File: config.mk
export PLATFORM = sky130hd
export DESIGN_NAME = btn_debouncer
export DESIGN_NICKNAME = d
export VERILOG_FILES = /design/src/rtl/btn_debouncer.sv
export SDC_FILE = /design/constraint.sdc
export NUM_CORES = 1
export LEC_CHECK = 0
export ABC_AREA = 1
export CORE_MARGIN = 1
export CORE_UTILIZATION = 51
export DETAILED_ROUTE_END_ITERATION = 8
export PLACE_DENSITY_LB_ADDON = 0.08
export SLEW_MARGIN = 20
export SYNTH_ARGS = -nofsm -noshare
export SYNTH_HDL_FRONTEND = slang
export SYNTH_SLANG_ARGS = --single-unit
File: constraint.sdc
create_clock -name clk -period 2 [get_ports clk]
set_input_delay 0.4 -clock clk [delete_from_list [all_inputs] [get_ports clk]]
set_output_delay 0.4 -clock clk [all_outputs]
set_load 0.01 [all_outputs]
File: src/rtl/btn_debouncer.sv
// Per-channel synchronizer plus debounce FSM for raw push-button pins.
// Emits debounced level, press/release pulses and a sticky pending flag.
module btn_debouncer #(
   parameter int NUM_BTNS        = 5,
   parameter int DEBOUNCE_CYCLES = 500000
) (
   input  logic                clk,
   input  logic                reset,
   input  logic [NUM_BTNS-1:0] btn_raw,
   input  logic [NUM_BTNS-1:0] clr,
   output logic [NUM_BTNS-1:0] btn_level,
   output logic [NUM_BTNS-1:0] btn_press,
   output logic [NUM_BTNS-1:0] btn_release,
   output logic [NUM_BTNS-1:0] btn_pending
);

   localparam int CW = $clog2(DEBOUNCE_CYCLES + 1);
   localparam logic [CW-1:0] LAST = CW'(DEBOUNCE_CYCLES - 1);

   typedef enum logic [1:0] {
      LOW,
      RISE_WAIT,
      HIGH,
      FALL_WAIT
   } state_t;

   logic [NUM_BTNS-1:0] s1;
   logic [NUM_BTNS-1:0] s2;

   always_ff @(posedge clk) begin
      if (reset) begin
         s1 <= '0;
         s2 <= '0;
      end else begin
         s1 <= btn_raw;
         s2 <= s1;
      end
   end

   for (genvar i = 0; i < NUM_BTNS; i++) begin : g_ch
      state_t        state;
      state_t        state_n;
      logic [CW-1:0] cnt;
      logic [CW-1:0] cnt_n;
      logic          press_n;
      logic          rel_n;
      logic          press_q;
      logic          rel_q;
      logic          pend_q;

      always_ff @(posedge clk) begin
         if (reset) begin
            state   <= LOW;
            cnt     <= '0;
            press_q <= 1'b0;
            rel_q   <= 1'b0;
            pend_q  <= 1'b0;
         end else begin
            state   <= state_n;
            cnt     <= cnt_n;
            press_q <= press_n;
            rel_q   <= rel_n;
            // a press landing on a clear edge wins
            pend_q  <= press_n | (pend_q & ~clr[i]);
         end
      end

      always_comb begin
         state_n = state;
         cnt_n   = cnt;
         press_n = 1'b0;
         rel_n   = 1'b0;
         unique case (state)
            LOW: begin
               if (s2[i]) begin
                  state_n = RISE_WAIT;
                  cnt_n   = CW'(1);
               end else begin
                  cnt_n = '0;
               end
            end
            RISE_WAIT: begin
               if (!s2[i]) begin
                  state_n = LOW;
                  cnt_n   = '0;
               end else if (cnt == LAST) begin
                  state_n = HIGH;
                  cnt_n   = '0;
                  press_n = 1'b1;
               end else begin
                  cnt_n = cnt + CW'(1);
               end
            end
            HIGH: begin
               if (!s2[i]) begin
                  state_n = FALL_WAIT;
                  cnt_n   = CW'(1);
               end else begin
                  cnt_n = '0;
               end
            end
            FALL_WAIT: begin
               if (s2[i]) begin
                  state_n = HIGH;
                  cnt_n   = '0;
               end else if (cnt == LAST) begin
                  state_n = LOW;
                  cnt_n   = '0;
                  rel_n   = 1'b1;
               end else begin
                  cnt_n = cnt + CW'(1);
               end
            end
            default: begin
               state_n = LOW;
               cnt_n   = '0;
            end
         endcase
      end

      assign btn_level[i]   = (state == HIGH) || (state == FALL_WAIT);
      assign btn_press[i]   = press_q;
      assign btn_release[i] = rel_q;
      assign btn_pending[i] = pend_q;
   end

endmodule

# After elaboration in Yosys (flattened, before gate mapping)
# Cells that the tools add are included.
[classes]
addsub = 5
eq_ne = 40
mux = 80
bitwise_logic = 20
reduce_logical = 20
[ops]
columns = ["op", "n"]
rows = [
  ["case mux 19 bit (4 select lines)", 5],
  ["2-to-1 mux 19 bit", 15],
  ["adder 19 x 1 -> 19 bit, second input constant", 5],
  ["equality test 19 bit, second input constant", 5],
  ["2-to-1 mux 2 bit", 30],
  ["case mux 2 bit (4 select lines)", 5],
  ["inequality test 3 bit, second input constant", 10],
  ["2-to-1 mux 1 bit", 25],
  ["equality test 2 bit, second input constant", 10],
  ["inequality test 2 bit, second input constant", 10],
  ["AND reduction 4 bit", 5],
  ["OR reduction 3 bit", 5],
  ["equality test 2 x 1 -> 1 bit, second input constant", 5],
  ["zero test 2 bit", 5],
  ["NOT 1 bit", 10],
  ["AND 1 bit", 5],
  ["logical OR 1 bit", 5],
  ["OR 1 bit", 5],
]
[word_totals]
register_bits = 130
out_inout_bits = 20

# Logic depth before layout (Yosys ltp)
# Gate-level depths: netlist of the first run.
[depth]
ltp_word = 5
mapped_depth = 10

# Worst setup path before layout of the first run
# Ideal clock, no wire load.
[synth_timing]
path_kind = "reg-to-reg"
startpoint = "register g_ch[3].cnt[0]"
endpoint = "register g_ch[3].cnt[18]"
setup_time_ns = 0.109
t_arrival_ns = 1.375
required_time_ns = 1.891
path_slack_ns = 0.516
stages_incl_launch_ff = 11
synth_period_minus_slack_ns = 1.484
path_cell_list = "dfxtp_1 -> ha_1 -> nand3_2 -> nor2_2 -> nand2_2 -> nor2_4 -> nand2_2 -> nor2_2 -> nand4_1 -> nand2_1 -> inv_1"
[synth_via]
elab_chain_len = 4
word_cells_on_any_way = 6
classes_between = "add/sub (1); eq/ne (1); mux (4)"
[synth_rtl]
columns = ["item", "line_no", "text"]
rows = [
  ["from (decl)", "43", "logic [CW-1:0] cnt;"],
  ["from (signal assigned)", "60", "cnt <= cnt_n;"],
  ["adder 19 x 1 -> 19 bit or equality test 19 bit (tied branches)", "n/a", ""],
  ["2-to-1 mux 19 bit *", "86, 106", ""],
  ["2-to-1 mux 19 bit, on equally long branches", "103, 83", ""],
  ["case mux 19 bit (4 select lines) *", "73", "unique case (state)"],
]
# Every way passes the cells marked *; elsewhere a longest branch is shown, timed or not.
# A chain may end at the register's enable or synchronous reset.

==> results of run 1 <==
[power breakdown]
group | total, mW | internal [mW] | switching, mW
logic | 0.103 | 0.0472 | 0.0553
clock network | 2.96 | 1.87 | 1.09
registers | 2.63 | 2.61 | 0.0196
total | 5.69 | 4.53 | 1.16
[logic make-up (layout without fill, tap and decap cells)]
family                     Yosys count  in the layout
xor gates and xnor gates            53             53
buffers and inverters              137            175
adders and majority gates            5              5
AOI/OAI and AO/OA                   40             40
DFF                                130            130
and+or+nand+nor                    475            475
[Yosys cell counts, types with 11 or more instances]
cell type,instances,area (sq um)
nand4_1,29,181
xnor2_1,11,96.3
a21oi_1,20,100
buf_4,16,120
nand3_1,54,270
inv_1,105,394
dfxtp_1,130,2600
nand3_2,12,120
nor3_1,46,230
nor2_1,176,661
nand2_1,114,428
xor2_1,42,368
[worst min path at each step]
stage / to / slack (ns) / cells past startpoint
after floorplan: s2[0] / 0.39 / 2
after detailed placement: s2[4] / 0.40 / 2
final: s2[1] / 0.40 / 2
after global placement: s2[3] / 0.39 / 2
after CTS: s2[4] / 0.40 / 2
after global routing: s2[1] / 0.43 / 2
[stage by stage]
step	area (sq um)	hold WS, ns	power, mW	utilization
after global routing	7150	0.426	5.90	0.613
final	7150	0.402	5.69	0.613
after detailed placement	6590	0.395	2.79	0.565
after global placement	6590	0.390	2.79	0.565
after floorplan	6210	0.388	2.74	-
after CTS	7150	0.403	5.76	0.613
[sequential cells by signal, summed over array words and instances (netlist names), named ones only]
| signal | count |
|---|---|
| g_ch.pend_q | 5 |
| s1 | 5 |
| g_ch.press_q | 5 |
| g_ch.cnt | 95 |
| s2 | 5 |
| g_ch.rel_q | 5 |
| g_ch.state | 5 |
[area by class of cell]
type                       count  share of cell area
tap                          143              0.0250
sequential                   130               0.364
inverter                     106              0.0556
timing repair buffer          40              0.0528
clock inverter                10              0.0157
clock buffer                  19              0.0633
multi-input combinational    573               0.423
[per-layer routing]
metal | track usage | vias up
li1 | - | 2724
met1 | 0.271 | 2384
met2 | 0.340 | 75
met3 | 0.0545 | 11
met4 | 0.0951 | 0
met5 | 0 | -
[worst min-delay path, cell delays in order (launching register included)]
cell     delay (ns)
dfxtp_1        0.29
inv_1          0.04
nor2_1         0.03
==> metrics.md, run 1 <==
| Metric | Value |
|---|---|
| Status | `completed` |
| Library cells used by synthesis | `38` |
| Final Max Tran Viols | `0` |
| Worst-margin pin slew | `0.435 ns` |
| Post-synth EDFFs | `0` |
| Syn Nets | `857` |
| XOR/XNOR Fraction of Synth Area | `0.0747` |
| Ys Warns | `0` |
| Clk_lat worst skew | `0.41 ns` |
| Layout area overhead | `15.1%` |
| Clock slew at reported path FFs | `0.06 ns` |
| Standard-cell rows | `39` |
| Final-report setup violation count | `0` |
| First-pass GRT wire length | `21.3 mm` |
| Post-synth design cell area | `0.00621 sq mm` |
| Mux cell area share after synthesis | `0` |
| WS Path Type | `register to output pin` |
| P_leak | `2.51 nW` |
| Vias per inst | `5.09` |
| Final min period | `1.84 ns` |
| Initial antenna violation count | `0` |
| Prevailing post-synth register cell | `dfxtp_1` |
| Setup crit start kind | `register` |
| Number of global-route vias before repair | `4,888` |
| Nature of the critical path endpoint | `output pin` |
| Slew Limit Headroom | `0.708` |
| CP peak stage delay | `0.58 ns` |
| FILL cells | `1,070` |
| Post-CTS Resized | `0` |
| Initial Utilization | `0.533` |
| Worst path depth | `1` |
| Most common cell after layout, fill and taps aside | `nor2_1` |
| CP cell instances | `clkdlybuf4s50_1` |
| CTS tree | `done` |
| Synth Area in Compound Gates | `0.0359` |
| Clock sinks | `130` |
| Setup Buffers After CTS | `0` |
| Final Skew | `0.00797 ns` |
| Via count | `5,194` |
| Share of cells above drive strength 1 | `0.0866` |
| Total negative slack | `0 ns` |
| Top cell family by delay on the critical path | `buffers and inverters` |
| Remaining Overflow, GRT | `0` |
| Main combinational cell family by area after synthesis | `simple AND/OR/NAND/NOR gates` |
| Max Root-Sink Buffers | `2` |
| Max_cap viols | `0` |
| RSZ-0062 raised after global routing | `false` |
| RR Startpoint | `g_ch[1].cnt[0]` |
| Io pins | `32` |
| Post-DRT Antenna Nets | `0` |
| Die width | `112 microns` |
| WP data required | `1.60 ns` |
| Number of buffers created by CTS | `17` |
| Min-delay src | `s1[1]` |
| Final Hold Fails | `0` |
| Commonest non-fill, non-tap cells in the layout | `nor2_1, dfxtp_1, nand2_1` |
| Top Metal Used | `met4` |
| Worst hold path class | `register to register` |
| Nets@finish | `885` |
| R2R Setup Slk | `0.26 ns` |
| Die area | `0.0126 sq mm` |
| Mapped Cells | `840` |
| DR pass1 iterations | `5` |
| Maximum VDD drop | `0.548 mV` |
| Mean Syn Cell Area | `7.40 sq um` |
| Crit path buffers/inverters | `1` |
| DRT Wirelength | `12.5 mm` |
| Adder-Cell Fraction of Synth Area | `0.0101` |
| DRT iter0 DRCs | `255` |
| Sequential-to-total area share from yosys stat | `0.419` |
| Core area | `0.0117 sq mm` |
| Routed wire per std cell | `12.2 microns` |
| Met2 wire len | `5.65 mm` |
| Multi-input combinational cell area | `0.00303 sq mm` |
| Async SR Flop Fraction | `0` |
| CP Max Fanout | `7` |
| Detailed Place HPWL | `9.11 mm` |
| Die Y-Extent | `112 microns` |
| Drt drc | `0` |
| N_diodes | `0` |
| RR Endpoint | `g_ch[1].cnt[18]` |
| Setup WS post-layout | `0.158 ns` |
| Setup crit end | `btn_level[1]` |
| Slowest CP cell | `clkdlybuf4s50_1` |
| H-Tree Depth | `4` |
| Synth Area in Simple Gates | `0.367` |
| DR WL met3 | `370 microns` |
| Dpl cells | `992` |
| Dpl ws | `0.0962 ns` |
| Largest net degree at the start of global routing | `23` |
| Finished Layout Cells | `1,021` |
| Port Buffers | `31` |
| Clk Tree Root Cell | `clkbuf_16` |
| Period utilisation layout | `0.921` |
| R2R depth | `8` |
| Fmax | `543 MHz` |
| Power density over the cells | `796 mW/mm^2` |
| Reg area | `0.00260 sq mm` |
| Detailed-route wire length on metal 1 | `6.26 mm` |
| Register bit count reported by yosys | `130` |
| Global Route Usage Sum | `0.212` |
| WP data arrival | `1.44 ns` |
| Routability Congestion | `0.863` |
| Hold-fix buffers, CTS | `0` |
Power figures use the tool's default switching activity.
==> inputs of run 2 (changes only) <==
--- a/config.mk
+++ b/config.mk
@@ -5,7 +5,6 @@
 export SDC_FILE = /design/constraint.sdc
 export NUM_CORES = 1
 export LEC_CHECK = 0
-export ABC_AREA = 1
 export CORE_MARGIN = 1
 export CORE_UTILIZATION = 51
 export DETAILED_ROUTE_END_ITERATION = 8
==> run 2 against run 1 <==
Compared with the run above: sequential share of layout area grew 1.5 points; critical path depth grew 3; flip-flop and latch count is the same; die area shrank 8.0%; clock-buffer cell count grew 6; highest routed layer unchanged.
==> metrics.md, run 2 <==
| Metric | Value |
|---|---|
| CTS tree | `done` |
| Fin Hold WS | `0.414 ns (+0.0121 ns)` |
| Initial antenna violation count | `0 (unchanged)` |
| Worst hold path class | `input pin to register` |
| Nets@finish | `713 (-19%)` |
| RSZ-0062 raised after global routing | `true` |
| Fmax | `517 MHz (-4.8%)` |
| Sequential-to-total area share from yosys stat | `0.456 (+0.0369)` |
| Nature of the critical path endpoint | `register` |
| Hold Path Sink | `s1[3]` |
| Setup Buffers After CTS | `0 (unchanged)` |
| Final Max Tran Viols | `0 (unchanged)` |
| FILL cells | `967 (-9.6%)` |
| Largest register FFs | `95 (unchanged)` |
| Global Route Usage Sum | `0.215 (+0.00248)` |
| Initial Utilization | `0.524 (-0.00831)` |
| Layout area overhead | `20.6%` |
| H-Tree Depth | `4 (unchanged)` |
| Power Total | `5.66 mW (-0.60%)` |
| DRT iter0 DRCs | `278 (+9.0%)` |
| Final Skew | `0.00754 ns (-0.000430 ns)` |
| Post-synth design cell area | `0.00571 sq mm (-8.1%)` |
| Die Y-Extent | `108 microns (-4.1%)` |
| First-pass GRT wire length | `19.5 mm (-8.6%)` |
| Post-synth EDFFs | `0 (unchanged)` |
| Share of cells above drive strength 1 | `0.115 (+0.0280)` |
| N_diodes | `0 (unchanged)` |
| Slew Limit Headroom | `0.657 (-0.0514)` |
| Syn Nets | `666 (-22%)` |
| Async SR Flop Fraction | `0 (unchanged)` |
| Max Root-Sink Buffers | `2 (unchanged)` |
| Clk_lat worst skew | `0.54 ns (+0.13 ns)` |
| R2R depth | `4 (-4)` |
| Io pins | `32 (unchanged)` |
| P_leak | `2.16 nW (-14%)` |
| Port Buffers | `31 (unchanged)` |
| Die width | `108 microns (-4.1%)` |
| R2R Setup Slk | `0.06 ns (-0.20 ns)` |
| WP data required | `2.43 ns (+0.83 ns)` |
| Final Util | `0.632 (+0.0191)` |
| Synth top area cells | `dfxtp_1, xnor2_1, nor2_1` |
| Leading cell types by count after synthesis | `dfxtp_1, nor2_1, nand3_1, xnor2_1, a21oi_1` |
| Mapped Cells | `649 (-23%)` |
| DR pass1 iterations | `4 (-1)` |
| Commonest non-fill, non-tap cells in the layout | `dfxtp_1, nor2_1, nand3_1` |
| Top-count cell post-synth | `dfxtp_1` |
| Clock sinks | `130 (unchanged)` |
| Number of global-route vias before repair | `4,359 (-11%)` |
| WS Path Type | `register to register` |
| Maximum VDD drop | `0.830 mV (+52%)` |
| Clock slew at reported path FFs | `0.06 ns (about the same)` |
| Post-DRT Antenna Nets | `0 (unchanged)` |
| Clk Tree Root Cell | `clkbuf_8` |
| Routability Congestion | `0.817 (-5.4%)` |
| Setup crit start kind | `register` |
| Hold Crit Depth | `2 (unchanged)` |
| Die area | `0.0116 sq mm (-8.0%)` |
| Area leader, netlist | `dfxtp_1` |
| Post-synth top area share | `0.456 (+0.0369)` |
| Standard-cell rows | `38 (-2.6%)` |
| Vias per inst | `5.46 (+7.4%)` |
| Number of buffers created by CTS | `17 (unchanged)` |
| Ys Warns | `0 (unchanged)` |
| Min-delay src | `btn_raw[3]` |
| Max_cap viols | `0 (unchanged)` |
| Status | `completed` |
| DRT Wirelength | `11.6 mm (-7.1%)` |
| RR Startpoint | `g_ch[1].cnt[6]` |
| Library cells used by synthesis | `49 (+29%)` |
| Largest net degree at the start of global routing | `18 (-22%)` |
| Via count | `4,626 (-11%)` |
| Final min period | `1.94 ns (+0.0929 ns)` |
| Mean Syn Cell Area | `8.80 sq um (+19%)` |
| Prevailing post-synth register cell | `dfxtp_1` |
| Final Hold Fails | `0 (unchanged)` |
| WP data arrival | `2.37 ns (+0.93 ns)` |
| Final-report setup violation count | `0 (unchanged)` |
| Most common cell after layout, fill and taps aside | `dfxtp_1` |
| Routed wire per std cell | `13.7 microns (+12%)` |
| Worst-margin pin slew | `0.515 ns (+0.0804 ns)` |
| Remaining Overflow, GRT | `0 (unchanged)` |
| Core area | `0.0109 sq mm (-6.6%)` |
| Period utilisation layout | `0.968 (+0.0465)` |
| Reg with most FFs | `g_ch.cnt` |
| Detailed Place HPWL | `8.03 mm (-12%)` |
| Register bit count reported by yosys | `130 (unchanged)` |
| Power density over the cells | `822 mW/mm^2 (+3.2%)` |
| CP Max Fanout | `5 (-2)` |
| Drt drc | `0 (unchanged)` |
## run 2: changes by cell type after synthesis, moves of 18 or more
cell	previous run	this run
inv_1	105	27
or3_1	0	18
nand2_1	114	26
nor3_1	46	22
xnor2_1	11	36
xor2_1	42	23
nor2_1	176	77
## run 2: layout make-up
class	count	area, sq um	share of cell area
multi-input combinational	454	2830	0.411
sequential	130	2610	0.379
timing repair buffer	66	598	0.0869
clock buffer	25	494	0.0718
tap	140	175	0.0254
inverter	27	101	0.0147
clock inverter	5	75.1	0.0109
## run 2: stage by stage
step                      cells  TNS (ns)  cell area (sq um)  setup slack [ns]
after floorplan             649         0               5720           0.00409
after global placement      817         0               6270            0.0413
after detailed placement    817         0               6270            0.0115
after CTS                   847         0               6840           0.00348
after global routing        847  -0.00560               6880          -0.00498
final                       847         0               6880            0.0649
## run 2: cells by family (layout without fill, tap and decap cells)
| kind of cell | Yosys count | after routing | share of synthesized area |
|---|---|---|---|
| XOR/XNOR | 59 | 59 | 0.0905 |
| AO/OA/AOI/OAI | 86 | 86 | 0.0949 |
| buffers and inverters | 65 | 123 | 0.0552 |
| adder cells (fa/ha/maj) | 5 | 5 | 0.0110 |
| flip-flops | 130 | 130 | 0.456 |
| AND/OR/NAND/NOR | 304 | 304 | 0.293 |
## run 2: worst max path at each step
stage	to	slack, ns	startpoint
6_report	register	0.06	g_ch[1].cnt[6]
4_1_cts	register	0.003	g_ch[1].cnt[6]
5_1_grt	register	-0.005	g_ch[1].cnt[6]
3_3_place_gp	g_ch[1].cnt[1]	0.04	g_ch[1].cnt[6]
2_1_floorplan	g_ch[0].press_q	0.004	g_ch[0].cnt[0]
3_5_place_dp	register	0.01	g_ch[1].cnt[6]
## run 2: metal layers
| layer | GRT usage | part of all wire | up-vias | routed length, microns |
|---|---|---|---|---|
| li1 | - | - | 2387 | - |
| met1 | 0.266 | 0.48 | 2167 | 5530 |
| met2 | 0.344 | 0.47 | 58 | 5460 |
| met3 | 0.0702 | 0.035 | 14 | 400 |
| met4 | 0.0851 | 0.015 | 0 | 177 |
| met5 | 0 | 0 | - | 0 |
## run 2: what timing repair did
item                                   in CTS  in global routing
setup endpoints to repair                   0                  8
hold buffers                                0                  0
endpoints found under the hold margin       0                  0
resized for setup                           0                 12
## run 2: worst max-delay path, stage by stage, from the launching register on
cell and delay (ns):
dfxtp_1 0.30, or4b_1 0.51, or4_4 0.53, or2_4 0.29, o41ai_2 0.21
## run 2: power by group
group          switching (mW)  internal, mW
logic                  0.0325        0.0400
registers              0.0105          2.61
clock network            1.05          1.92
